<file path="config.mk">
export PLATFORM = sky130hd
export DESIGN_NAME = key_extract_cfg_writer
export DESIGN_NICKNAME = d
export VERILOG_FILES = /design/src/rtl/cfg_pkg.sv /design/src/rtl/key_extract_cfg_writer.sv
export SDC_FILE = /design/constraint.sdc
export NUM_CORES = 1
export LEC_CHECK = 0
export CORE_MARGIN = 2
export CORE_UTILIZATION = 39
export CTS_CLUSTER_SIZE = 8
export DETAILED_ROUTE_END_ITERATION = 16
export GPL_ROUTABILITY_DRIVEN = 0
export PLACE_DENSITY = 0.74
export SLEW_MARGIN = 20
export SYNTH_ARGS = -nofsm -noshare
export SYNTH_HDL_FRONTEND = slang
export SYNTH_SLANG_ARGS = --single-unit
</file>
<file path="constraint.sdc">
create_clock -name clk -period 1.5 [get_ports clk]
set_input_delay 0.45 -clock clk [delete_from_list [all_inputs] [get_ports clk]]
set_output_delay 0.45 -clock clk [all_outputs]
set_load 0.01 [all_outputs]
</file>
<file path="src/rtl/cfg_pkg.sv">
// Shared definitions for the config-path writers: opcodes, header layout, FSM states.
// Header decode is pure combinational field extraction from the upper half-word.
package cfg_pkg;

  localparam logic [3:0] CFG_OP_KEY_OFF = 4'h1;

  localparam int HDR_OP_LSB    = 28;
  localparam int HDR_STAGE_LSB = 24;
  localparam int HDR_ADDR_LSB  = 20;
  localparam int HDR_LEN_LSB   = 16;

  typedef enum logic [1:0] {
    ST_IDLE  = 2'd0,
    ST_WRITE = 2'd1,
    ST_DROP  = 2'd2
  } cfg_state_e;

  typedef struct packed {
    logic [3:0] op;
    logic [3:0] stage;
    logic [3:0] addr;
    logic [3:0] len_m1;
  } cfg_hdr_t;

  // Bits [15:0] of a header are don't-care, so only the upper half is passed in.
  function automatic cfg_hdr_t cfg_hdr_decode(input logic [31:16] w);
    cfg_hdr_t h;
    h.op     = w[HDR_OP_LSB    +: 4];
    h.stage  = w[HDR_STAGE_LSB +: 4];
    h.addr   = w[HDR_ADDR_LSB  +: 4];
    h.len_m1 = w[HDR_LEN_LSB   +: 4];
    return h;
  endfunction

endpackage

</file>
<file path="src/rtl/key_extract_cfg_writer.sv">
// Turns key-offset config bursts into single-cycle table writes; writes appear 1 cycle after acceptance.
// Never backpressures: ready is held high from the first clock after reset.
module key_extract_cfg_writer
  import cfg_pkg::*;
#(
  parameter int STAGE              = 0,
  parameter int AXIL_WIDTH         = 32,
  parameter int KEY_OFF            = 18,
  parameter int KEY_OFF_ADDR_WIDTH = 4
) (
  input  logic                          clk,
  input  logic                          rst_n,
  input  logic [AXIL_WIDTH-1:0]         cfg_data_in,
  input  logic                          cfg_valid_in,
  input  logic                          cfg_last_in,
  output logic                          cfg_ready_out,
  output logic [AXIL_WIDTH-1:0]         key_off_entry_out,
  output logic                          key_off_entry_out_valid,
  output logic [KEY_OFF_ADDR_WIDTH-1:0] key_off_entry_addr,
  output logic                          cfg_done,
  output logic                          cfg_err,
  output logic [7:0]                    wr_count
);

  cfg_state_e                    state;
  logic [KEY_OFF_ADDR_WIDTH-1:0] addr_q;
  logic [3:0]                    rem_q;
  logic                          ready_q;
  logic                          acc;
  cfg_hdr_t                      hdr;
  logic                          hdr_key_off;
  logic                          hdr_match;

  assign acc           = cfg_valid_in && ready_q;
  assign hdr           = cfg_hdr_decode(cfg_data_in[31:16]);
  assign hdr_key_off   = (hdr.op == CFG_OP_KEY_OFF);
  assign hdr_match     = (hdr.stage == 4'(STAGE));
  assign cfg_ready_out = ready_q;

  always_ff @(posedge clk or negedge rst_n) begin
    if (!rst_n) begin
      state                   <= ST_IDLE;
      addr_q                  <= '0;
      rem_q                   <= '0;
      ready_q                 <= 1'b0;
      key_off_entry_out       <= '0;
      key_off_entry_out_valid <= 1'b0;
      key_off_entry_addr      <= '0;
      cfg_done                <= 1'b0;
      cfg_err                 <= 1'b0;
      wr_count                <= '0;
    end else begin
      ready_q                 <= 1'b1;
      key_off_entry_out_valid <= 1'b0;
      cfg_done                <= 1'b0;
      cfg_err                 <= 1'b0;
      if (acc) begin
        case (state)
          ST_IDLE: begin
            // A header that is also the last word has no body to drop, so stay in IDLE.
            if (!hdr_key_off) begin
              cfg_err <= 1'b1;
              if (!cfg_last_in) state <= ST_DROP;
            end else if (!hdr_match) begin
              if (!cfg_last_in) state <= ST_DROP;
            end else if (cfg_last_in) begin
              cfg_err <= 1'b1;
            end else begin
              state  <= ST_WRITE;
              addr_q <= KEY_OFF_ADDR_WIDTH'(hdr.addr);
              rem_q  <= hdr.len_m1;
            end
          end
          ST_WRITE: begin
            key_off_entry_out_valid <= 1'b1;
            key_off_entry_out       <= {{(AXIL_WIDTH-KEY_OFF){1'b0}}, cfg_data_in[KEY_OFF-1:0]};
            key_off_entry_addr      <= addr_q;
            addr_q                  <= addr_q + KEY_OFF_ADDR_WIDTH'(1);
            rem_q                   <= rem_q - 4'd1;
            if (wr_count != 8'hFF) wr_count <= wr_count + 8'd1;
            // rem_q == 0 means this word is the last one the header asked for.
            if (cfg_last_in) begin
              state <= ST_IDLE;
              if (rem_q == 4'd0) cfg_done <= 1'b1;
              else               cfg_err  <= 1'b1;
            end else if (rem_q == 4'd0) begin
              cfg_err <= 1'b1;
              state   <= ST_DROP;
            end
          end
          ST_DROP: begin
            if (cfg_last_in) state <= ST_IDLE;
          end
          default: state <= ST_IDLE;
        endcase
      end
    end
  end

endmodule

</file>
After elaboration in Yosys (flattened, before gate mapping):

Cells that the tools add are included.

* flip-flop bits (word level): 44
* input bits: 36
* output and inout bits: 48
* logic and storage cells: 61

* add/subtract/negate cells: 3
* eq/ne operators: 10
* muxes and demuxes: 29
* reductions and logical operators: 9

Operators by type and width (number)
* two-way mux 4 bit: 6
* one-hot mux 4 bit (2 select lines): 2
* two-way mux 2 bit: 7
* two-way mux 1 bit: 12
* adder 8 x 1 -> 8 bit, second input constant: 1
* logical NOT 4 bit: 2
* != test 2 bit, second input constant: 4
* != test 8 bit, second input constant: 1
* one-hot mux 2 bit (3 select lines): 1
* AND reduction 5 bit: 1
* adder 4 x 1 -> 4 bit, second input constant: 1
* equality test 4 x 1 -> 1 bit, second input constant: 1
* != test 4 bit, second input constant: 1
* AND reduction 4 bit: 1
* subtractor 4 x 1 -> 4 bit, second input constant: 1
* != test 3 bit, second input constant: 1
* AND reduction 3 bit: 1
* equality test 2 x 1 -> 1 bit, second input constant: 1
* equality test 2 bit, second input constant: 1
* logical NOT 2 bit: 1
* one-hot mux 1 bit (2 select lines): 1
* AND reduction 2 bit: 1
* nonzero test 2 bit: 1
* logical AND 1 bit: 1

Depth between registers and ports, before layout:

Gate-level depths: netlist of run 1.

* depth in word-level cells: 5
* mapped depth: 6
* gate-level depth less buffers: 6

Least setup slack after synthesis of run 1:

OpenSTA, ideal clock, no wires.

* path type: input port to flip-flop
* start: input cfg_data_in[25]
* end: register rem_q[0]
* setup time: 82 ps
* data arrival time: 1753 ps
* data required time: 1418 ps
* path slack: -334 ps
* cell stages on the path: 4
* buffers on the path: 0
* path through: or4_4 -> or3_4 -> or2_0 -> a31oi_1

* word-level cells in the longest chain between the ends: 3

RTL lines
* start: declaration: line key_extract_cfg_writer.sv:13 `input logic [AXIL_WIDTH-1:0] cfg_data_in,`
* logical NOT 4 bit: line key_extract_cfg_writer.sv:37 `assign hdr_match = (hdr.stage == 4'(STAGE));`
* != test 2 bit (no source line)
* AND reduction 5 bit (no source line)
* end signal: assignment: line key_extract_cfg_writer.sv:71 `rem_q <= hdr.len_m1;`
* end signal: assignment: line key_extract_cfg_writer.sv:79 `rem_q <= rem_q - 4'd1;`
* end: declaration: line key_extract_cfg_writer.sv:27 `logic [3:0] rem_q;`

Every way passes these cells.
A chain may end at the register's enable or synchronous reset.

Final worst setup path of run 1:

* start: input cfg_data_in[31]
* end: register state[0]

* word-level cells in the longest chain between the ends: 3
* elaborated cells between the ends (all ways): 5
* those cells by class: eq/ne: 2; mux: 2; reduce/logical: 1

RTL lines
* equality test 4 x 1 -> 1 bit (*): line key_extract_cfg_writer.sv:36 `assign hdr_key_off = (hdr.op == CFG_OP_KEY_OFF);`
* != test 4 bit (no source line) / two-way mux 2 bit (equally long branches)
* AND reduction 4 bit (no source line) / one-hot mux 2 bit (3 select lines) (equally long branches)
* end signal: assignment: line key_extract_cfg_writer.sv:42 `state <= ST_IDLE;`
* end signal: assignment: line key_extract_cfg_writer.sv:63 `if (!cfg_last_in) state <= ST_DROP;`
* end signal: assignment: line key_extract_cfg_writer.sv:65 `if (!cfg_last_in) state <= ST_DROP;`
* end: declaration: line key_extract_cfg_writer.sv:25 `cfg_state_e state;`

Mark *: on every way between the ends. The rest lies on a longest branch, timed or not.

==> results of run 1 <==
## what timing repair did
| item | 4_1_cts | 5_1_grt |
|---|---|---|
| gates cloned | 1 | 0 |
| resized for setup | 79 | 12 |
| pin swaps | 13 | 9 |
| endpoints found under the setup margin | 75 | 17 |
| buffers inserted | 3 | 4 |
## logic make-up after synthesis
kind of cell	after synthesis
flip-flops	44
other	2
multiplexers	22
AO/OA/AOI/OAI	31
buffers and inverters	28
XOR/XNOR	7
adder cells (fa/ha/maj)	5
AND/OR/NAND/NOR	51
## synth_stat cells, types with 2 or more instances
cell type | n | area share [%]
and2_1 | 2 | 0.59
clkbuf_1 | 4 | 0.71
nor3_1 | 6 | 1.4
o21ai_0 | 7 | 1.7
buf_2 | 3 | 0.71
xor2_1 | 4 | 1.7
ha_1 | 5 | 2.9
nand3_1 | 5 | 1.2
dfrtp_1 | 44 | 52
a31oi_1 | 2 | 0.59
o21a_1 | 2 | 0.71
mux2_2 | 22 | 12
conb_1 | 2 | 0.35
a21oi_1 | 7 | 1.7
nand4_1 | 3 | 0.88
xnor2_1 | 3 | 1.2
nor2b_1 | 2 | 0.59
nand2_1 | 17 | 3.0
nor2_1 | 7 | 1.2
a211oi_1 | 2 | 0.71
buf_4 | 14 | 5.0
inv_1 | 6 | 1.1
or3_1 | 2 | 0.59
## where the power goes
part / internal (mW) / leakage, nW / switching, mW
clock network: 0.317 / 0.0410 / 0.377
registers: 1.27 / 0.597 / 0.0640
logic: 0.259 / 1.02 / 0.225
total: 1.85 / 1.66 / 0.666
## worst min path at each step
stage / from / endpoint / slack, ns / cells after the start
final: rst_n / key_off_entry_addr[2] / 0.13 / 2
after detailed placement: rst_n / key_off_entry_out[6] / 0.45 / 2
after global routing: rst_n / key_off_entry_out[6] / 0.14 / 2
after global placement: rst_n / key_off_entry_out[6] / 0.45 / 2
after CTS: rst_n / key_off_entry_out[6] / 0.14 / 2
after floorplan: rst_n / addr_q[0] / 0.15 / 0
## state kept, by name, indices dropped and copies added (netlist names)
name and cells:
addr_q 4, cfg_done 1, cfg_err 1, cfg_ready_out 1
key_off_entry_addr 4, key_off_entry_out 18, key_off_entry_out_valid 1, rem_q 4
state 2, wr_count 8
## stage by stage
stage / hold WS (ns) / total power [mW] / setup slack, ns
after floorplan: 0.154 / 1.58 / -0.332
after global placement: 0.452 / 1.84 / -0.763
after detailed placement: 0.452 / 1.85 / -0.819
after CTS: 0.137 / 2.53 / -0.161
after global routing: 0.145 / 2.66 / -0.185
final: 0.130 / 2.52 / -0.160
## cell type report
class                           count  share of cell area (%)
Clock buffer                        6                    2.29
Inverter                            7                   0.987
Tap cell                           70                    2.76
Multi-Input combinational cell    131                    31.8
Sequential cell                    44                    34.8
Timing Repair Buffer               99                    27.2
Clock inverter                      1                   0.158
## routing by layer
layer	track usage [%]	routed length (µm)	vias to the layer above
li1	-	-	835
met1	20.4	2180	837
met2	27.6	2480	52
met3	3.84	242	0
met4	4.82	0	0
met5	0	0	-
==> results.py, run 1 <==
metrics = {
    "worst_setup_path": {
        "cp.depth": 5,
        "endpoint_kind": "register",
        "timing.critical_path.slowest_cell_delay_ns": 0.56,
        "slowest_stage": "or4b_4",
        "crit_path_start_kind": "primary input",
        "crit_fanout": 3,
        "startpoint": "cfg_data_in[31]",
        "r2r_slack_ns": 0.05,
        "r2r_end": "addr_q[3]",
        "worst-setup-path-type": "in2reg",
        "r2r-start": "state[1]",
        "cp_top_family": "simple AND/OR/NAND/NOR gates",
        "cp.required_ns": 1.69,
        "cp-endpoint": "state[0]",
        "crit_buf_inv": 2,
        "cp.arrival_ns": 1.85,
        "path_cells": "buf_6, or4b_4, or3_4, buf_4, o41ai_2",
        "reg2reg_depth": 5,
    },
    "clock_network": {
        "root_buffer": "clkbuf_8",
        "clock_path_buffers": 2,
        "cts_buffers": 5,
        "h-tree-depth": 2,
        "cts_tree": "yes",
        "clock-sinks": 44,
        "ctsHoldBuffers": 0,
        "path_clk_slew_ns": 0.08,
        "clk-insertion-delay-late_ns": 0.29,
    },
    "floorplanning": {
        "dieArea_um2": 6050,
        "ios": 84,
        "core.rowCount": 26,
        "initial_core_util_pct": 41.0,
        "core_um2": 5170,
        "fp.dieH_um": 77.8,
        "dieWidth_um": 77.8,
    },
    "yosys": {
        "syn_area_um2": 2120,
        "yosys_warnings": 0,
        "syn-mean-instance-area_um2": 11.2,
        "synth_ff_type": "dfrtp_1",
        "async_flop_share_pct": 100,
        "synth_cell_type_count": 42,
        "synth_mux_area_share_pct": 11.7,
        "synthSimpleGateAreaFrac_pct": 12.5,
        "synth_compound_area_share_pct": 10.1,
        "synth_top_family_by_area": "simple AND/OR/NAND/NOR gates",
        "synthAdderAreaFrac_pct": 2.95,
        "synth-edff-count": 0,
        "synth_seq_cells": 44,
        "synth_xor_area_share_pct": 2.89,
        "ys_seq_area_share_pct": 51.9,
        "syn_inst": 190,
    },
    "timing": {
        "setup_tns_ns": -0.708,
        "fin_ws_ns": -0.160,
        "skew_ns": 0.00419,
        "slew_violations": 0,
        "hold_viol": 0,
        "rsz0062_at_grt": "yes",
        "setup_viol": 10,
        "min_period_ns": 1.66,
        "fmax_ghz": 0.602,
        "period_share_pct": 111,
    },
    "finish": {
        "mostFrequentLayoutCells": "44 x dfrtp_1, 35 x dlygate4sd2_1, 26 x buf_4",
        "final_nets": 329,
        "seq_area_um2": 1100,
        "final_cells": 358,
        "multi_input_area_um2": 1010,
        "utilization_pct": 61.2,
        "drive_gt1_share_pct": 30.6,
        "layout_commonest_cell": "dfrtp_1",
        "area_growth_pct": 49.3,
        "stdcell_area_um2": 3170,
        "n_fill_cell": 458,
        "n_antenna_cell": 0,
    },
    "power": {
        "leakagePower_nw": 1.66,
        "power.density_nw_per_um2": 794,
        "irDropWorstVdd_v": 0.000524,
    },
    "flow_run": {
        "max_cap_violations": 0,
    },
    "run_status": {
        "violations": "negative setup slack",
        "status": "finished with violations",
    },
    "place": {
        "port_buffers": 69,
        "dp_cells": 343,
        "dpl.hpwl_mm": 3.34,
        "placed_area_um2": 2990,
    },
    "detailed_routing": {
        "wire_per_inst_um": 13.7,
        "antenna_left": 0,
        "vias": 1724,
        "drt-pass1-iter-count": 4,
        "wl_mm": 4.91,
        "via_per_inst": 4.82,
        "first_iter_violations": 79,
        "drc": 0,
    },
    "worst_hold_path": {
        "hold_class": "in2async",
    },
    "global_routing": {
        "grt_pass1_wl_mm": 7.83,
        "antenna_found_initial": 0,
        "overflow": 0,
        "grt_pass1_vias": 1695,
        "track_usage_pct": 16.2,
        "grt_max_degree": 45,
    },
}
No activity file was read; power rests on OpenSTA's default activity.
==> run 2, diff against run 1 <==
CORE_UTILIZATION = 25   (was 39)
HOLD_SLACK_MARGIN = 0.02   (was not set)
PLACE_DENSITY = 0.51   (was 0.74)
==> results.py, run 2 (synthesis results as in run 1) <==
metrics = {
    "worst_setup_path": {
        "path_common_cell": "buf_6",
        "endpoint_kind": "register",
        "startpoint": "cfg_data_in[25]",
        "worst-setup-path-type": "in2reg",
        "timing.critical_path.slowest_cell_delay_ns": 0.54,
        "crit_path_start_kind": "primary input",
        "crit_buf_inv": 3,
        "path_cells": "buf_6, or4_4, buf_6, o31ai_4, buf_6, nand4_1, o211a_1",
        "cp.arrival_ns": 1.83,
        "r2r-start": "state[1]",
        "slowest_stage": "or4_4",
        "cp.required_ns": 1.69,
        "cp_top_family": "simple AND/OR/NAND/NOR gates",
        "crit_fanout": 6,
    },
    "timing": {
        "fmax_ghz": 0.609,
        "setup_tns_ns": -1.11,
        "rsz0062_at_grt": "yes",
        "setup_viol": 9,
        "hold_viol": 0,
        "slew_violations": 0,
        "min_period_ns": 1.64,
        "timing.hold.ws_ns": 0.132,
        "skew_ns": 0.00360,
        "fin_ws_ns": -0.143,
        "period_share_pct": 110,
    },
    "floorplanning": {
        "dieWidth_um": 96.1,
        "core.rowCount": 33,
        "initial_core_util_pct": 25.8,
        "fp.dieH_um": 96.1,
        "dieArea_um2": 9240,
        "ios": 84,
        "core_um2": 8220,
    },
    "detailed_routing": {
        "via_per_inst": 4.34,
        "first_iter_violations": 36,
        "wl_mm": 5.16,
        "drt-pass1-iter-count": 4,
        "antenna_left": 0,
        "vias": 1751,
        "wire_per_inst_um": 12.8,
        "drc": 0,
    },
    "finish": {
        "utilization_pct": 40.8,
        "mostFrequentLayoutCells": "44 x dfrtp_1, 34 x dlygate4sd2_1, 32 x buf_4",
        "largest_reg_flops": 18,
        "reg.largest.list": "key_off_entry_out: 18 flops, wr_count: 8 flops",
        "n_antenna_cell": 0,
        "final_cells": 403,
        "n_fill_cell": 826,
        "layout_commonest_cell": "dfrtp_1",
        "largest_register": "key_off_entry_out",
        "drive_gt1_share_pct": 34.2,
        "area_growth_pct": 58.1,
        "final_nets": 338,
    },
    "global_routing": {
        "track_usage_pct": 11.5,
        "grt_pass1_wl_mm": 8.18,
        "antenna_found_initial": 0,
        "grt_max_degree": 45,
        "overflow": 0,
        "grt_pass1_vias": 1670,
    },
    "flow_run": {
        "max_cap_violations": 0,
    },
    "run_status": {
        "violations": "negative setup slack",
        "status": "finished with violations",
    },
    "clock_network": {
        "h-tree-depth": 2,
        "cts_tree": "yes",
        "root_buffer": "clkbuf_8",
        "path_clk_slew_ns": 0.08,
        "cts_buffers": 5,
        "clock-sinks": 44,
        "ctsHoldBuffers": 0,
        "clock_path_buffers": 2,
        "clk-insertion-delay-late_ns": 0.29,
    },
    "power": {
        "leakagePower_nw": 1.71,
        "irDropWorstVdd_v": 0.000363,
        "power.density_nw_per_um2": 819,
    },
    "place": {
        "dp_cells": 383,
        "port_buffers": 69,
        "dpl.hpwl_mm": 3.49,
    },
    "worst_hold_path": {
        "hold_class": "in2async",
    },
}
## run 2: layout make-up
| class | count | area, µm² | share of cell area, % |
|---|---|---|---|
| tap | 105 | 131 | 3.92 |
| timing repair buffer | 108 | 972 | 29.0 |
| inverter | 7 | 31.3 | 0.932 |
| multi-input combinational | 131 | 1010 | 30.1 |
| sequential | 44 | 1100 | 32.8 |
| clock inverter | 2 | 35.0 | 1.04 |
| clock buffer | 6 | 72.6 | 2.16 |
## run 2: stage by stage
stage	total power, mW	area (µm²)	setup slack, ns
2_1_floorplan	1.58	2180	-0.332
3_3_place_gp	1.86	3070	-0.774
3_5_place_dp	1.87	3070	-0.784
4_1_cts	2.79	3250	-0.137
5_1_grt	2.93	3350	-0.188
6_report	2.75	3350	-0.143
## run 2: layer usage
metal  global-route usage [%]  part of all wire (%)
met1                     14.1                    43
met2                     19.9                    49
met3                     3.37                   7.6
met4                     2.86                  0.97
met5                        0                     0
## run 2: path summary, 6_finish.rpt
| check | slack (ns) | depth (start not counted) | endpoint |
|---|---|---|---|
| max | -0.14 | 7 | rem_q[2] |
| min | 0.13 | 2 | rem_q[2] |
| max reg2reg | 0.03 | 6 | addr_q[2] |
| min reg2reg | 0.50 | 2 | key_off_entry_addr[2] |
| max in group asynchronous | 1.15 | 2 | key_off_entry_out[0] |
| min in group clk | 0.50 | 2 | key_off_entry_addr[2] |
## run 2: power by group
| group | switching, mW | total, mW | internal (mW) |
|---|---|---|---|
| combinational | 0.232 | 0.510 | 0.278 |
| clock | 0.407 | 0.902 | 0.495 |
| sequential | 0.0610 | 1.34 | 1.27 |
## run 2: what timing repair did
item	4_1_cts	5_1_grt
cloned	1	0
pin swaps	14	8
gates resized for setup	81	20
endpoints found under the setup margin	76	30
buffers inserted	5	6
